[src/rtl/systolic_seq_ctrl_if.sv]
// Host-side word streams of the systolic sequencing controller:
// job words in (B then A), bottom partial sums out.
interface systolic_seq_ctrl_if;
    logic        in_valid;
    logic        in_ready;
    logic [15:0] in_data;
    logic        out_valid;
    logic        out_ready;
    logic [15:0] out_data;

    modport master (
        output in_valid, in_data, out_ready,
        input  in_ready, out_valid, out_data
    );

    modport slave (
        input  in_valid, in_data, out_ready,
        output in_ready, out_valid, out_data
    );
endinterface

[src/rtl/systolic_seq_ctrl.sv]
// Job sequencer for the 8x8 systolic-array top: loads 8 B rows and the A vector,
// runs the array for COMPUTE_CYC cycles, then drains the 8 bottom partial sums.
module systolic_seq_ctrl #(
    parameter int COMPUTE_CYC = 15          // legal range 1..31
) (
    input  logic                       Clock,
    input  logic                       rst_n,
    input  logic                       start,
    input  logic                       abort,
    systolic_seq_ctrl_if.slave         host,
    output logic                       busy,
    output logic                       done,
    output logic                       data_clear,
    output logic                       en_b_shift_bottom,
    output logic                       en_shift_right,
    output logic                       en_shift_bottom,
    output logic                       external_we,
    output logic                       sel_a_or_b,
    output logic [7:0]                 b_sel,
    output logic [2:0]                 a_sel,
    output logic [15:0]                external_wdata,
    output logic [2:0]                 ps_sel,
    input  logic [15:0]                ps_bottom_out_selected
);

    localparam logic [4:0] CYC_LAST = 5'(COMPUTE_CYC - 1);

    typedef enum logic [2:0] {
        IDLE,
        CLEAR,
        LOAD_B,
        SHIFT_B,
        LOAD_A,
        COMPUTE,
        DRAIN,
        DONE
    } state_t;

    state_t     state_reg, state_next;
    logic [2:0] word_cnt_reg, word_cnt_next;
    logic [2:0] row_cnt_reg, row_cnt_next;
    logic [2:0] drain_cnt_reg, drain_cnt_next;
    logic [4:0] cyc_cnt_reg, cyc_cnt_next;

    always_ff @(posedge Clock or negedge rst_n) begin
        if (!rst_n) begin
            state_reg     <= IDLE;
            word_cnt_reg  <= '0;
            row_cnt_reg   <= '0;
            drain_cnt_reg <= '0;
            cyc_cnt_reg   <= '0;
        end else begin
            state_reg     <= state_next;
            word_cnt_reg  <= word_cnt_next;
            row_cnt_reg   <= row_cnt_next;
            drain_cnt_reg <= drain_cnt_next;
            cyc_cnt_reg   <= cyc_cnt_next;
        end
    end

    always_comb begin
        state_next        = state_reg;
        word_cnt_next     = word_cnt_reg;
        row_cnt_next      = row_cnt_reg;
        drain_cnt_next    = drain_cnt_reg;
        cyc_cnt_next      = cyc_cnt_reg;
        host.in_ready     = 1'b0;
        host.out_valid    = 1'b0;
        host.out_data     = '0;
        data_clear        = 1'b0;
        en_b_shift_bottom = 1'b0;
        en_shift_right    = 1'b0;
        en_shift_bottom   = 1'b0;
        external_we       = 1'b0;
        external_wdata    = '0;
        sel_a_or_b        = 1'b0;
        done              = 1'b0;

        case (state_reg)
            IDLE: begin
                if (start) state_next = CLEAR;
            end
            CLEAR: begin
                data_clear    = 1'b1;
                word_cnt_next = '0;
                row_cnt_next  = '0;
                state_next    = LOAD_B;
            end
            LOAD_B, LOAD_A: begin
                // Write strobe follows the handshake directly so a word lands the cycle it is accepted.
                host.in_ready  = 1'b1;
                sel_a_or_b     = (state_reg == LOAD_A);
                external_we    = host.in_valid;
                external_wdata = host.in_data;
                if (host.in_valid) begin
                    if (word_cnt_reg == 3'd7) begin
                        word_cnt_next = '0;
                        if (state_reg == LOAD_A) begin
                            cyc_cnt_next = '0;
                            state_next   = COMPUTE;
                        end else begin
                            state_next   = SHIFT_B;
                        end
                    end else begin
                        word_cnt_next = word_cnt_reg + 3'd1;
                    end
                end
            end
            SHIFT_B: begin
                en_b_shift_bottom = 1'b1;
                if (row_cnt_reg == 3'd7) begin
                    word_cnt_next = '0;
                    state_next    = LOAD_A;
                end else begin
                    row_cnt_next  = row_cnt_reg + 3'd1;
                    state_next    = LOAD_B;
                end
            end
            COMPUTE: begin
                en_shift_right  = 1'b1;
                en_shift_bottom = 1'b1;
                if (cyc_cnt_reg == CYC_LAST) begin
                    drain_cnt_next = '0;
                    state_next     = DRAIN;
                end else begin
                    cyc_cnt_next   = cyc_cnt_reg + 5'd1;
                end
            end
            DRAIN: begin
                // Array is frozen here, so out_data stays stable while the sink stalls.
                host.out_valid = 1'b1;
                host.out_data  = ps_bottom_out_selected;
                if (host.out_ready) begin
                    if (drain_cnt_reg == 3'd7) begin
                        drain_cnt_next = '0;
                        state_next     = DONE;
                    end else begin
                        drain_cnt_next = drain_cnt_reg + 3'd1;
                    end
                end
            end
            DONE: begin
                done       = 1'b1;
                state_next = IDLE;
            end
            default: state_next = IDLE;
        endcase

        if (abort) begin
            state_next     = IDLE;
            word_cnt_next  = '0;
            row_cnt_next   = '0;
            drain_cnt_next = '0;
            cyc_cnt_next   = '0;
        end
    end

    assign busy   = (state_reg != IDLE);
    assign b_sel  = {5'b0, word_cnt_reg};
    assign a_sel  = word_cnt_reg;
    assign ps_sel = drain_cnt_reg;

endmodule

[src/flat_wrapper.sv]
// flat-port wrapper written by rule: the top's interface ports become plain ports
module systolic_seq_ctrl_flat 
#(
    parameter int COMPUTE_CYC = 15                              
)
  (Clock, rst_n, start, abort, busy, done, data_clear, en_b_shift_bottom, en_shift_right, en_shift_bottom, external_we, sel_a_or_b, b_sel, a_sel, external_wdata, ps_sel, ps_bottom_out_selected, host_in_valid, host_in_data, host_out_ready, host_in_ready, host_out_valid, host_out_data);
  systolic_seq_ctrl_if host_i ();
  input  logic Clock;
  input  logic rst_n;
  input  logic start;
  input  logic abort;
  output logic busy;
  output logic done;
  output logic data_clear;
  output logic en_b_shift_bottom;
  output logic en_shift_right;
  output logic en_shift_bottom;
  output logic external_we;
  output logic sel_a_or_b;
  output logic [7:0] b_sel;
  output logic [2:0] a_sel;
  output logic [15:0] external_wdata;
  output logic [2:0] ps_sel;
  input  logic [15:0] ps_bottom_out_selected;
  input wire logic [$bits(host_i.in_valid)-1:0] host_in_valid;
  input wire logic [$bits(host_i.in_data)-1:0] host_in_data;
  input wire logic [$bits(host_i.out_ready)-1:0] host_out_ready;
  output wire logic [$bits(host_i.in_ready)-1:0] host_in_ready;
  output wire logic [$bits(host_i.out_valid)-1:0] host_out_valid;
  output wire logic [$bits(host_i.out_data)-1:0] host_out_data;
  assign host_i.in_valid = host_in_valid;
  assign host_i.in_data = host_in_data;
  assign host_i.out_ready = host_out_ready;
  assign host_in_ready = host_i.in_ready;
  assign host_out_valid = host_i.out_valid;
  assign host_out_data = host_i.out_data;
  systolic_seq_ctrl #(.COMPUTE_CYC(COMPUTE_CYC)) u_core (.Clock(Clock), .rst_n(rst_n), .start(start), .abort(abort), .host(host_i), .busy(busy), .done(done), .data_clear(data_clear), .en_b_shift_bottom(en_b_shift_bottom), .en_shift_right(en_shift_right), .en_shift_bottom(en_shift_bottom), .external_we(external_we), .sel_a_or_b(sel_a_or_b), .b_sel(b_sel), .a_sel(a_sel), .external_wdata(external_wdata), .ps_sel(ps_sel), .ps_bottom_out_selected(ps_bottom_out_selected));
endmodule
[config.mk]
export PLATFORM = sky130hd
export DESIGN_NAME = systolic_seq_ctrl_flat
export DESIGN_NICKNAME = d
export VERILOG_FILES = /design/src/rtl/systolic_seq_ctrl_if.sv /design/src/rtl/systolic_seq_ctrl.sv /design/src/flat_wrapper.sv
export SDC_FILE = /design/constraint.sdc
export NUM_CORES = 1
export LEC_CHECK = 0
export CORE_MARGIN = 3
export CORE_UTILIZATION = 45
export CTS_CLUSTER_DIAMETER = 200
export CTS_CLUSTER_SIZE = 14
export DETAILED_ROUTE_END_ITERATION = 16
export DONT_BUFFER_PORTS = 1
export PLACE_DENSITY_LB_ADDON = 0.05
export SLEW_MARGIN = 20
export SYNTH_ARGS = -nofsm -noshare
export SYNTH_HDL_FRONTEND = slang
export SYNTH_SLANG_ARGS = --single-unit
[constraint.sdc]
create_clock -name Clock -period 5.2 [get_ports Clock]
set_input_delay 1.56 -clock Clock [delete_from_list [all_inputs] [get_ports Clock]]
set_output_delay 1.56 -clock Clock [all_outputs]
set_load 0.05 [all_outputs]
==> flow_metrics.env, run 1 <==
export IMPL_synth_seq_area_share_pct=28.5
export IMPL_startpoint="u_core.state_reg[2]"
export IMPL_setup_viol=0
export IMPL_leakagePower_nw=0.681
export IMPL_cts_made_buffers=3
export IMPL_maxCapViolations=0
export IMPL_drive_above_1_share_pct=17.1
export IMPL_postSynthAreaPerCell_um2=9.64
export IMPL_dp_cells=186
export IMPL_path_clk_slew_ns=0.11
export IMPL_drv_slew=0
export IMPL_ant_nets=0
export IMPL_pin_count=94
export IMPL_placed_cell_area_um2=1440
export IMPL_ys_warn_count=0
export IMPL_finalPower_uw=307
export IMPL_rr_endpoint="u_core.cyc_cnt_reg[0]"
export IMPL_clk_latency_ns=0.30
export IMPL_clock_sinks=17
export IMPL_rsz0062_at_grt="no"
export IMPL_fmax_ghz=0.262
export IMPL_cp_endpoint="host_out_data[8]"
export IMPL_nFillCells=309
export IMPL_grt_pass1_vias=1046
export IMPL_vias=1061
export IMPL_yosys_area_top_type="dfrtp_1"
export IMPL_die_w_um=63.6
export IMPL_crit_arrival_ns=2.26
export IMPL_critical_path_class="reg2out"
export IMPL_gr_usage_met2_pct=27.9
export IMPL_drt_total_wl_um=3270
export IMPL_htreeDepth=1
export IMPL_synthFlopType="dfrtp_1"
export IMPL_floorplan_initialDensity_pct=48.1
export IMPL_syn_to_final_growth_pct=-2.09
export IMPL_r2r_cells=6
export IMPL_grt_util_met3_pct=4.28
export IMPL_finalWorstPathRequiredPeriod_ns=3.82
export IMPL_synth_edf_count=0
export IMPL_post_route_drc_count=0
export IMPL_holdWs_ns=0.527
export IMPL_synth_seq_cells=17
export IMPL_clockBufferDepth=2
export IMPL_synthMostInstantiatedCell="and2_1"
export IMPL_skew_ns=0.00689
export IMPL_finalNonFillerCells=190
export IMPL_grt_pass1_wl_um=5160
export IMPL_core_um2=3100
export IMPL_tightest_slew_ns=1.04
export IMPL_p_per_area_nw_per_um2=210
export IMPL_antenna_found_initial=0
export IMPL_drt_vias_per_instance=5.58
export IMPL_tritoncts="built"
export IMPL_synth_top_cell_area_share_pct=28.5
export IMPL_postCtsSetupBuffers=0
export IMPL_reg2reg_slack_ns=2.75
export IMPL_fp_row_count=20
export IMPL_end_kind="output pin"
export IMPL_wire_per_inst_um=17.2
export IMPL_grtUsageTotal_pct=15.9
export IMPL_stdcell_area_um2=1460
export IMPL_holdCritStartpoint="u_core.row_cnt_reg[1]"
export IMPL_top_usage_layer="met2"
export IMPL_required_ns=3.64
export IMPL_syn_area_um2=1490
export IMPL_vdd_ir_drop_max_mv=0.114
export IMPL_r2r_start="u_core.a_sel[0]"
export IMPL_grt_util_met1_pct=19.5
export IMPL_largest_reg_flops=5
export IMPL_gp_congestion=0.711
export IMPL_fp_dieH_um=63.6
export IMPL_io_buffers=0
export IMPL_drt_initial_drc_count=25
export IMPL_ys_async_sr_fraction_pct=100
export IMPL_synthTopCellsByArea="dfrtp_1, and2_1, ha_1, buf_4, buf_6"
export IMPL_synth_common_cells="and2_1, dfrtp_1, buf_4"
export IMPL_fin_nets=193
export IMPL_tns_ns=0
export IMPL_postCtsResizedCells=0
export IMPL_cts_root_buffer_cell="clkbuf_4"
export IMPL_drt_pass1_iter_count=3
export IMPL_overflow=0
export IMPL_syn_instance_count=155
export IMPL_diodes=0
export IMPL_outcome="completed"
export IMPL_dp_hpwl_um=2580
export IMPL_hp_class="reg2reg"
export IMPL_crit_fanout=17
export IMPL_post_route_period_util_pct=73.4
export IMPL_ctsHoldBuffers=0
export IMPL_hold_violations=0
export IMPL_critPathLaunchType="flip-flop"
export IMPL_timing_slew_headroom_pct=30.9
export IMPL_grt_max_degree=20
export IMPL_synth_cell_type_count=48
export IMPL_die_area_um2=4050
==> layer usage <==
layer  wire [µm]  part of all wire [%]  up-vias
met5           0                     0        -
met4          20                  0.61        0
met3         224                   6.8        2
met2        1690                    51       49
met1        1340                    41      514
li1            -                     -      496
==> worst min-delay path by stage <==
stage          slack [ns]  cells after the start                     to
3_3_place_gp         0.49                      1  u_core.row_cnt_reg[1]
3_5_place_dp         0.50                      1  u_core.row_cnt_reg[1]
4_1_cts              0.53                      1  u_core.row_cnt_reg[1]
2_1_floorplan        0.47                      1  u_core.row_cnt_reg[1]
6_report             0.53                      1  u_core.row_cnt_reg[1]
5_1_grt              0.55                      1  u_core.row_cnt_reg[2]
==> worst max-delay path: stages (launching register included) <==
cell and delay (ns):
dfrtp_1 0.74, nand2_1 0.16, nor2_2 0.25, buf_4 0.31, and2_1 0.49
==> final cells by class <==
| cell class | instances | area [µm²] | share of cell area (%) |
|---|---|---|---|
| clock inverters | 1 | 5.00 | 0.342 |
| inverters | 4 | 15.0 | 1.03 |
| well taps | 44 | 55.1 | 3.76 |
| clock buffers | 3 | 22.5 | 1.54 |
| repair buffers | 1 | 7.51 | 0.513 |
| flip-flops and latches | 17 | 425 | 29.1 |
| multi-input cells | 120 | 932 | 63.7 |
==> where the power goes <==
part	switching (mW)	leakage (nW)	internal, mW	total [mW]
clock network	0.0470	0.0177	0.0287	0.0757
registers	0.0157	0.236	0.135	0.150
logic	0.0634	0.427	0.0176	0.0810
total	0.126	0.681	0.181	0.307
==> logic make-up (layout without fill, tap and decap cells) <==
family	after synthesis	after routing	share of synthesized area (%)
and+or+nand+nor	76	76	33.7
DFF	17	17	28.5
xor gates and xnor gates	2	2	1.68
muxes	9	9	7.29
buffers and inverters	22	9	10.5
adders and majority gates	8	8	6.70
other	1	5	0.251
AOI/OAI and AO/OA	20	20	11.5
==> per-stage QoR <==
stage	worst slack, ns	utilization, %
6_report	1.38	47.1
2_1_floorplan	1.67	-
3_5_place_dp	1.65	46.3
3_3_place_gp	1.65	46.3
4_1_cts	1.36	47.1
5_1_grt	1.17	47.1
==> placed cells by master, fill, tap and decap left out, types with 4 or more instances in the layout <==
cell type   n
and2_1     33
dfrtp_1    17
nor2_1     10
ha_1        8
nand2b_1    5
a21oi_1     5
conb_1      5
inv_1       4
Note: power is estimated with default switching activity, not from simulation.
==> run 2: changes to the inputs <==
Clock period 5.2 ns to 3.55 ns, I/O delays scaled along.
==> flow_metrics.env, run 2 (synthesis results as in run 1) <==
export IMPL_postCtsSetupBuffers=0
export IMPL_vdd_ir_drop_max_mv=0.213
export IMPL_ant_nets=0
export IMPL_multi_input_area_um2=932
export IMPL_gp_congestion=0.779
export IMPL_clock_sinks=17
export IMPL_rsz0062_at_grt="no"
export IMPL_hold_violations=0
export IMPL_maxCapViolations=0
export IMPL_tritoncts="built"
export IMPL_final_cell_mix="and2_1, buf_4, dfrtp_1"
export IMPL_grt_pass1_wl_um=5470
export IMPL_cts_made_buffers=3
export IMPL_overflow=0
export IMPL_drt_vias_per_instance=5.39
export IMPL_crit_fanout=19
export IMPL_tns_ns=0
export IMPL_critical_path_class="reg2out"
export IMPL_drv_slew=0
export IMPL_grt_max_degree=22
export IMPL_finalPower_uw=454
export IMPL_tightest_slew_ns=0.949
export IMPL_clk_latency_ns=0.30
export IMPL_nFillCells=308
export IMPL_drt_total_wl_um=3350
export IMPL_grtUsageTotal_pct=17.1
export IMPL_setup_ws_ns=0.260
export IMPL_antenna_found_initial=0
export IMPL_path_clk_slew_ns=0.11
export IMPL_fmax_ghz=0.304
export IMPL_p_per_area_nw_per_um2=279
export IMPL_syn_to_final_growth_pct=8.88
export IMPL_largest_reg_flops=5
export IMPL_wire_per_inst_um=15.8
export IMPL_fp_dieH_um=63.6
export IMPL_final_common_cell="and2_1"
export IMPL_postCtsResizedCells=0
export IMPL_diodes=0
export IMPL_die_area_um2=4050
export IMPL_io_buffers=0
export IMPL_drive_above_1_share_pct=27.4
export IMPL_finalWorstPathRequiredPeriod_ns=3.29
export IMPL_post_route_util_pct=52.4
export IMPL_htreeDepth=1
export IMPL_hp_class="in2async"
export IMPL_ctsHoldBuffers=0
export IMPL_leakagePower_nw=0.798
export IMPL_floorplan_initialDensity_pct=48.1
export IMPL_pre_cts_slack_ns=0.612
export IMPL_holdWs_ns=0.442
export IMPL_die_w_um=63.6
export IMPL_dp_hpwl_um=2740
export IMPL_timing_slew_headroom_pct=36.7
export IMPL_post_route_period_util_pct=92.7
export IMPL_required_ns=2.48
export IMPL_drt_pass1_iter_count=4
export IMPL_end_kind="output pin"
export IMPL_fp_row_count=20
export IMPL_crit_arrival_ns=2.22
export IMPL_regArea_um2=425
export IMPL_grt_pass1_vias=1098
export IMPL_clockBufferDepth=2
export IMPL_critPathLaunchType="flip-flop"
export IMPL_outcome="completed"
export IMPL_setup_viol=0
export IMPL_post_route_drc_count=0
export IMPL_cts_root_buffer_cell="clkbuf_4"
export IMPL_fin_nets=215
export IMPL_core_um2=3100
export IMPL_skew_ns=0.00549
export IMPL_drt_initial_drc_count=58
export IMPL_vias=1143
export IMPL_pin_count=94
## run 2: final timing paths
path | slack (ns) | cells past startpoint | from | to
worst min register to register | 0.52 | 1 | u_core.row_cnt_reg[2] | u_core.row_cnt_reg[2]
worst max register to register | 1.15 | 6 | u_core.a_sel[1] | u_core.cyc_cnt_reg[0]
worst min-delay path | 0.44 | 0 | rst_n | u_core.cyc_cnt_reg[4]
max in group asynchronous | 3.03 | 0 | rst_n | u_core.row_cnt_reg[1]
min in group Clock | 0.52 | 1 | u_core.row_cnt_reg[2] | u_core.row_cnt_reg[2]
worst max-delay path | 0.26 | 3 | u_core.state_reg[2] | external_wdata[9]
## run 2: metrics by stage
stage / cells / area [µm²]
after floorplan: 159 / 1510
after global placement: 208 / 1600
after detailed placement: 208 / 1600
after CTS: 212 / 1630
after global routing: 212 / 1630
final: 212 / 1630
## run 2: critical path, stage by stage (launching register included)
cell and delay, ns:
dfrtp_1 0.73, xnor2_2 0.19, nor2_4 0.47, and2_1 0.53
## run 2: routing by layer
layer,vias to the layer above,global-route usage (%),routed length [µm]
met5,-,0,0
met4,0,2.43,14
met3,2,6.24,283
met2,64,30.5,1770
met1,540,19.8,1280
li1,537,-,-
## run 2: report_power, final
| part | total, mW | switching, mW | internal (mW) | leakage (nW) |
|---|---|---|---|---|
| Clock | 0.112 | 0.0687 | 0.0437 | 0.0150 |
| Sequential | 0.216 | 0.0183 | 0.197 | 0.236 |
| Combinational | 0.126 | 0.0975 | 0.0289 | 0.547 |
| Total | 0.454 | 0.185 | 0.270 | 0.798 |
## run 2: layout make-up
type | instances | share of cell area, %
clock buffer | 4 | 1.62
inverter | 4 | 0.923
multi-input combinational | 120 | 57.3
sequential | 17 | 26.2
tap | 44 | 3.38
timing repair buffer | 23 | 10.6
